**config.mk**
```make
export PLATFORM = sky130hd
export DESIGN_NAME = element_cmd_sched
export DESIGN_NICKNAME = d
export VERILOG_FILES = /design/src/rtl/element_cmd_sched.sv
export SDC_FILE = /design/constraint.sdc
export NUM_CORES = 1
export LEC_CHECK = 0
export ABC_AREA = 1
export CORE_MARGIN = 5
export CORE_UTILIZATION = 50
export CTS_CLUSTER_DIAMETER = 50
export DETAILED_ROUTE_END_ITERATION = 10
export PLACE_DENSITY_LB_ADDON = 0.1
export SETUP_SLACK_MARGIN = 0.2
export SYNTH_ARGS = -nofsm -noshare
export SYNTH_HDL_FRONTEND = slang
export SYNTH_SLANG_ARGS = --single-unit
```
**constraint.sdc**
```tcl
create_clock -name clk -period 23 [get_ports clk]
set_clock_uncertainty 0.05 [all_clocks]
set_input_delay 3.45 -clock clk [delete_from_list [all_inputs] [get_ports clk]]
set_output_delay 3.45 -clock clk [all_outputs]
set_load 0.02 [all_outputs]
```
**src/rtl/element_cmd_sched.sv**
```systemverilog
`default_nettype none
// ============================================================================
// Module   : element_cmd_sched
// Purpose  : Time-stamped command FIFO that issues each command to a pulser
//            element when the free-running time counter reaches its stamp.
//            Optional macro SCHED_LATE_DROP_EN: drop late heads instead of
//            issuing them.
// Revision : 1.0  initial release
// ============================================================================
module element_cmd_sched #(
    parameter int DEPTH = 8,
    parameter int TW    = 32
) (
    input  logic                     clk,
    input  logic                     rst_n,
    input  logic                     tref_sync,
    input  logic                     flush,
    input  logic [63:0]              in_cmd,
    input  logic [TW-1:0]            in_time,
    input  logic                     in_valid,
    output logic                     in_ready,
    output logic [63:0]              command,
    output logic                     cstrobe,
    input  logic                     collision,
    input  logic                     stat_clr,
    output logic [TW-1:0]            tnow,
    output logic [$clog2(DEPTH):0]   level,
    output logic                     late,
    output logic [7:0]               coll_cnt
);

    localparam int                c_aw   = $clog2(DEPTH);
    localparam logic [c_aw:0]     c_full = (c_aw + 1)'(DEPTH);

    typedef enum logic [1:0] {
        S_EMPTY = 2'd0,
        S_WAIT  = 2'd1,
        S_FIRE  = 2'd2
    } state_t;

    state_t              r_state;
    state_t              w_state_nxt;
    logic [63+TW:0]      r_mem [DEPTH];
    logic [c_aw-1:0]     r_wr_ptr;
    logic [c_aw-1:0]     r_rd_ptr;
    logic [c_aw:0]       r_count;
    logic [c_aw:0]       w_count_nxt;
    logic [TW-1:0]       r_tnow;
    logic [63:0]         r_command;
    logic                r_cstrobe;
    logic                r_late;
    logic [7:0]          r_coll_cnt;

    logic [63:0]         w_head_cmd;
    logic [TW-1:0]       w_head_time;
    logic [TW-1:0]       w_diff;
    logic                w_due;
    logic                w_late_head;
    logic                w_evaluate;
    logic                w_push;
    logic                w_pop;
    logic                w_issue;
    logic                w_late_set;

    // Ready is derived from registered occupancy only, so a pop never feeds back.
    assign in_ready    = rst_n & (r_count < c_full);
    assign w_push      = in_valid & in_ready & ~flush;

    assign w_head_cmd  = r_mem[r_rd_ptr][63+TW:TW];
    assign w_head_time = r_mem[r_rd_ptr][TW-1:0];
    // Modular difference read as signed: positive means the stamp has passed.
    assign w_diff      = r_tnow - w_head_time;
    assign w_due       = (w_diff == '0);
    assign w_late_head = ~w_diff[TW-1] & (w_diff != '0);

    always_comb begin
        w_evaluate  = 1'b0;
        w_pop       = 1'b0;
        w_issue     = 1'b0;
        w_late_set  = 1'b0;
        w_count_nxt = r_count;
        w_state_nxt = r_state;

        w_evaluate = (r_state != S_EMPTY) && (r_count != '0) && !flush;
        w_pop      = w_evaluate && (w_due || w_late_head);
        w_late_set = w_evaluate && w_late_head;
`ifdef SCHED_LATE_DROP_EN
        w_issue    = w_evaluate && w_due;
`else
        w_issue    = w_pop;
`endif

        if (flush) begin
            w_count_nxt = '0;
        end else begin
            w_count_nxt = r_count + (c_aw + 1)'(w_push) - (c_aw + 1)'(w_pop);
        end

        // FIRE re-evaluates the next head so equal stamps issue back to back.
        if (flush) begin
            w_state_nxt = S_EMPTY;
        end else if (w_issue) begin
            w_state_nxt = S_FIRE;
        end else if (w_count_nxt != '0) begin
            w_state_nxt = S_WAIT;
        end else begin
            w_state_nxt = S_EMPTY;
        end
    end

    always_ff @(posedge clk or negedge rst_n) begin
        if (!rst_n) begin
            r_state <= S_EMPTY;
        end else begin
            r_state <= w_state_nxt;
        end
    end

    always_ff @(posedge clk) begin
        if (w_push) begin
            r_mem[r_wr_ptr] <= {in_cmd, in_time};
        end
    end

    always_ff @(posedge clk or negedge rst_n) begin
        if (!rst_n) begin
            r_wr_ptr   <= '0;
            r_rd_ptr   <= '0;
            r_count    <= '0;
            r_tnow     <= '0;
            r_cstrobe  <= 1'b0;
            r_command  <= '0;
            r_late     <= 1'b0;
            r_coll_cnt <= '0;
        end else begin
            r_tnow  <= tref_sync ? '0 : r_tnow + TW'(1);
            r_count <= w_count_nxt;

            if (flush) begin
                r_wr_ptr <= '0;
                r_rd_ptr <= '0;
            end else begin
                if (w_push) r_wr_ptr <= r_wr_ptr + c_aw'(1);
                if (w_pop)  r_rd_ptr <= r_rd_ptr + c_aw'(1);
            end

            r_cstrobe <= w_issue;
            if (w_issue) begin
                r_command <= w_head_cmd;
            end

            if (w_late_set) begin
                r_late <= 1'b1;
            end else if (stat_clr) begin
                r_late <= 1'b0;
            end

            // A clear coinciding with a collision leaves that collision counted.
            if (stat_clr) begin
                r_coll_cnt <= collision ? 8'd1 : 8'd0;
            end else if (collision && (r_coll_cnt != 8'hFF)) begin
                r_coll_cnt <= r_coll_cnt + 8'd1;
            end
        end
    end

    assign command  = r_command;
    assign cstrobe  = r_cstrobe;
    assign tnow     = r_tnow;
    assign level    = r_count;
    assign late     = r_late;
    assign coll_cnt = r_coll_cnt;

endmodule
`default_nettype wire
```
# Word level (Yosys, flattened, before mapping)
# Memory sizes are Yosys's and may differ from the RTL's.
# Index checks and enable logic that the tools add are counted.
totals:
  word_cells: 57
  n_memories: 1
  inputBits: 103
  ramBits: 768
  regBits: 118
  out_inout_bits: 111
op_classes:
  magnitude_cmp: 1
  n_addsub: 7
  eq_ne: 1
  bitwise_logic: 6
  reduce_logical: 16
  n_mux: 16
mem_list:
  columns: ["memory", "depth", "word_bits", "read_ports", "rd_ports_with_merged_regs", "wr", "line", "text"]
  rows:
  - ["r_mem", 8, 96, 1, 0, 1, "43", "logic [63+TW:0] r_mem [DEPTH];"]
ops:
  columns: ["cell", "n"]
  rows:
  - ["adder 32 x 1 -> 32 bit (second input constant)", 1]
  - ["zero test 32 bit", 1]
  - ["2-to-1 mux 32 bit", 1]
  - ["nonzero test 32 bit", 1]
  - ["subtractor 32 bit", 1]
  - ["2-to-1 mux 8 bit", 2]
  - ["2-to-1 mux 3 bit", 4]
  - ["nonzero test 2 bit", 5]
  - ["adder 8 x 1 -> 8 bit (second input constant)", 1]
  - ["inequality test 8 bit (second input constant)", 1]
  - ["nonzero test 4 bit", 2]
  - ["adder 3 x 1 -> 3 bit (second input constant)", 2]
  - ["2-to-1 mux 1 bit", 6]
  - ["logical AND 1 bit", 5]
  - ["adder 4 x 1 -> 4 bit", 1]
  - ["AND 1 bit", 4]
  - ["less-than comparator 4 bit (second input constant)", 1]
  - ["2-to-1 mux 2 bit", 2]
  - ["2-to-1 mux 4 bit", 1]
  - ["subtractor 4 x 1 -> 4 bit", 1]
  - ["inverter 1 bit", 2]
  - ["zero test 1 bit", 1]
  - ["logical OR 1 bit", 1]

# Depth between registers and ports, before layout
# An unclocked memory read counts as a cell.
depth:
  depth_word: 12
  depth_mapped: 32
  ltp_nobuf: 28

# Worst setup path before layout
# OpenSTA, ideal clock, no wires.
synth_path:
  path_kind: "input port to flip-flop"
  from: "input rst_n"
  to: "memory r_mem[2][0] (netlist name) (enable)"
  arrival_ps: 10769
  path_buffers: 0
  path_stages: 6
  setup_slack_ps: 11512
  setup_ps: 669
  t_required_ps: 22281
  cell_sequence: "inv_1 > nor2_1 > nand2_1 > nor2_1 > nand2_1 > nor3_1"
synth_between:
  elab_chain_len: 5
synth_rtl:
  columns: ["element", "line", "text"]
  rows:
  - ["start: declaration", "15", "input logic rst_n,"]
  - ["AND 1 bit", "66", "assign in_ready = rst_n & (r_count < c_full);"]
  - ["via in_ready", "21", "output logic in_ready,"]
  - ["AND 1 bit (2 in series)", "67", "assign w_push = in_valid & in_ready & ~flush;"]
  - ["2-to-1 mux 1 bit", "120", "if (w_push) begin"]
  - ["2-to-1 mux 1 bit (not written as such)", "121", "r_mem[r_wr_ptr] <= {in_cmd, in_time};"]
  - ["end: declaration", "43", null]
# The timed path passes the listed nets, and every way through them passes these cells.

# Worst setup path in the final report
layout_path:
  from: "input rst_n"
  to: "output in_ready"
layout_between:
  elab_chain_len: 1
layout_rtl:
  columns: ["element", "line"]
  rows:
  - ["AND 1 bit", "66"]
  - ["end: declaration", "21"]
# No other way between the ends.

==> summary.md <==
| Metric | Value |
|---|---|
| Outcome | `completed` |
| Most common cell after layout, fill and taps aside | `edfxtp_1` |
| PwrDens | `slightly below 100 nW/um^2` |
| Post-DP HPWL | `51.4 mm` |
| Slowest cell on crit path | `clkdlybuf4s50_1` |
| Layout Nets | `3426` |
| Vias in the first global route | `24394` |
| Root Driver | `clkbuf_16` |
| CTS H-Tree Depth | `3` |
| Worst-path fanout max | `33` |
| # Post-CTS Setup Buffers | `0` |
| Std-Cell Rows | `99` |
| Leakage | `15.5 nW` |
| Initial antenna violation count | `11` |
| Largest net degree at the start of global routing | `143` |
| Worst hold path class | `flop to flop` |
| 1st-iter DRT viols | `1668` |
| Max incr delay on CP | `0.64 ns` |
| Starting density of the core | `0.503` |
| Async S/R FF share, synth | `0.133` |
| CP Buf/Inv Count | `3` |
| CTS Buffer Depth | `3` |
| Area leader, netlist | `edfxtp_1` |
| Worst Path Arrival | `about 4.7 ns` |
| Synth area leaders | `edfxtp_1 63%, dfrtp_1 8.1%, o21ai_0 6.8%` |
| Total track usage | `0.227` |
| Tmin final | `between 8 and 9 ns` |
| Startpoint Class | `input port` |
| Ports | `around 210` |
| Critical R2R Launch | `r_rd_ptr[1]$_DFFE_PN0P_` |
| Via density per instance | `5.66` |
| Worst slew margin | `0.284` |
| First-pass GRT wire length | `about 140 mm` |
| Slew of the pin with the lowest slew margin | `1.07 ns` |
| Total power | `about 4.2 mW` |
| Reg clk slew, reported paths | `around 0.060 ns` |
| Core area | `between 70000 and 80000 sq um` |
| Syn Nets | `3247` |
| DRT Pass-1 Iters | `5` |
| Die Span X | `281 um` |
| Layout cell share with drive strength beyond 1 | `0.0686` |
| Inst Count DP | `4141` |
| R2R setup slack | `~16 ns` |
| Chip Height | `about 280 um` |
| Final Max Tran Viols | `0` |
| Area Overhead vs Synth | `17.1%` |
| Commonest cells after routing, fill and taps aside | `768 x edfxtp_1, 495 x nor2_1, 494 x o21ai_0` |
| CTS buffer count | `between 90 and 100` |
| Post-synthesis sequential area ratio | `0.711` |
| Cells along the critical path | `buf_6 > inv_1 > nor2_1 > clkdlybuf4s50_1` |
| VDD IR max | `71.1 uV` |
| Hold Path Origin | `command[54]$_DFFE_PN0P_` |
| Reg2Reg Depth | `26` |
| EDFF count, synth | `768` |
| Final setup vio count | `0` |
| TNS Setup | `0 ns` |
| Final wirelength | `91.5 mm` |
| Area fraction of the dominant cell type after synthesis | `0.630` |
| Setup crit start | `rst_n` |
| Levels on crit path | `4` |
| ANT nets after route | `0` |
| Yosys reg bits | `roughly 900` |
| GPL Wtd Cong | `0.936` |
| Worst setup path endpoint | `in_ready` |
| Top_reg_cell synth | `edfxtp_1` |
| Max Cap Viol | `0` |
| Wire per inst | `21.1 um` |
| Mapped Area | `36600 sq um` |
| Final-report hold violation count | `0` |
| Area post-placement | `39600 sq um` |
| Critical path capture point type | `output pin` |
| FF-to-FF End | `r_state[0]$_DFF_PN0_` |
| Worst-Skew Late Latency | `0.65 ns` |
| Port Buffer Count | `213` |
| Hold Slack | `~0.43 ns` |
| Ys Warns | `0` |
| Post-CTS Resized | `0` |
| RSZ-0062 raised after global routing | `no` |
| Mapped Cells | `3103` |
| Period utilization | `0.357` |
| DR vias | `between 20000 and 25000` |
| CTS tree | `done` |
| Syn_area_per_cell | `between 10 and 15 sq um` |
| Critical path class | `input port to output pin` |
| Final Cell Area | `~43000 sq um` |
| GRT overflow | `0` |
| Req. time, crit path | `between 15 and 20 ns` |
| Cell Count, Final, Fillers Out | `approximately 4300` |
| CP delay by family, top | `buffers and inverters` |
| Synth cell types | `40` |
| Drc violations | `0` |
| F_max | `about 120 MHz` |
| Clk sinks | `886` |
| Number of hold buffers added after cts | `0` |
| DIE AREA | `78700 sq um` |
-- synthesized netlist by cell type (3+ instances only) --
cell type and n:
nand2_2 6, nor2_1 497, o221ai_1 94, buf_6 8, o21ai_2 10, clkbuf_1 137
dfrtp_1 118, o21ai_1 61, a221oi_1 3, ha_1 40, o21ai_0 494, inv_1 195
a31oi_1 4, and2_1 4, xor2_1 3, buf_1 9, o22ai_1 96, a21oi_1 41
nor3_2 4, edfxtp_1 768, xnor2_1 4, buf_2 11, nand3_1 50, nand2_1 381
nor3_1 23, a211oi_1 3, nand4_1 22
-- worst min-delay path, stage by stage (launching register included) --
cell and delay [ns]:
dfrtp_1 0.34, nand2_1 0.06, o21ai_2 0.05
-- power breakdown --
part	internal [mW]	total, mW	leakage (nW)	switching [mW]
Clock	0.922	1.56	1.64	0.636
Sequential	1.82	1.88	8.46	0.0620
Combinational	0.272	0.762	5.36	0.490
-- sequential cells by signal (all words and copies together), names as in the netlist, 2 cells and up --
signal / flops
tnow: 32
command: 64
level: 4
r_state: 2
coll_cnt: 8
r_rd_ptr: 3
r_mem: 768
r_wr_ptr: 3
-- worst min path at each step --
stage / cells past startpoint / end / slack (ns)
final: 2 / command[54]$_DFFE_PN0P_ / 0.43
after global routing: 2 / command[19]$_DFFE_PN0P_ / 0.47
after CTS: 2 / command[54]$_DFFE_PN0P_ / 0.44
after detailed placement: 2 / command[54]$_DFFE_PN0P_ / 0.42
after global placement: 2 / command[55]$_DFFE_PN0P_ / 0.42
after floorplan: 2 / r_wr_ptr[0]$_DFFE_PN0P_ / 0.50
-- through the flow --
step | util | setup slack, ns
6_report | 0.589 | 14.78
5_1_grt | 0.589 | 14.66
4_1_cts | 0.588 | 14.76
3_5_place_dp | 0.543 | 14.76
3_3_place_gp | 0.543 | 14.79
2_1_floorplan | - | 11.51
-- cell type report --
cell class	count	area, sq um
timing repair buffer	244	2370
tap	959	1200
clock inverter	56	592
fill	5874	30000
antenna	7	17.5
clock buffer	128	2720
multi-input combinational	1855	9210
inverter	197	752
sequential	886	26000
-- logic make-up after synthesis --
logic type	count (synthesis)	share of synthesized area
simple gates	995	0.108
flops	886	0.711
compound gates	812	0.126
buf+inv	362	0.0391
fa+ha+maj	41	0.0142
xor+xnor	7	0.00167
-- routing by layer --
metal  GRT usage  wire, um  vias to the layer above
li1            -         -                    11531
met1       0.294     37600                    12135
met2       0.396     46400                      695
met3      0.0426      5270                      153
met4      0.0663      2160                        6
met5           0        39                        -
(Power assumes the default switching activity.)
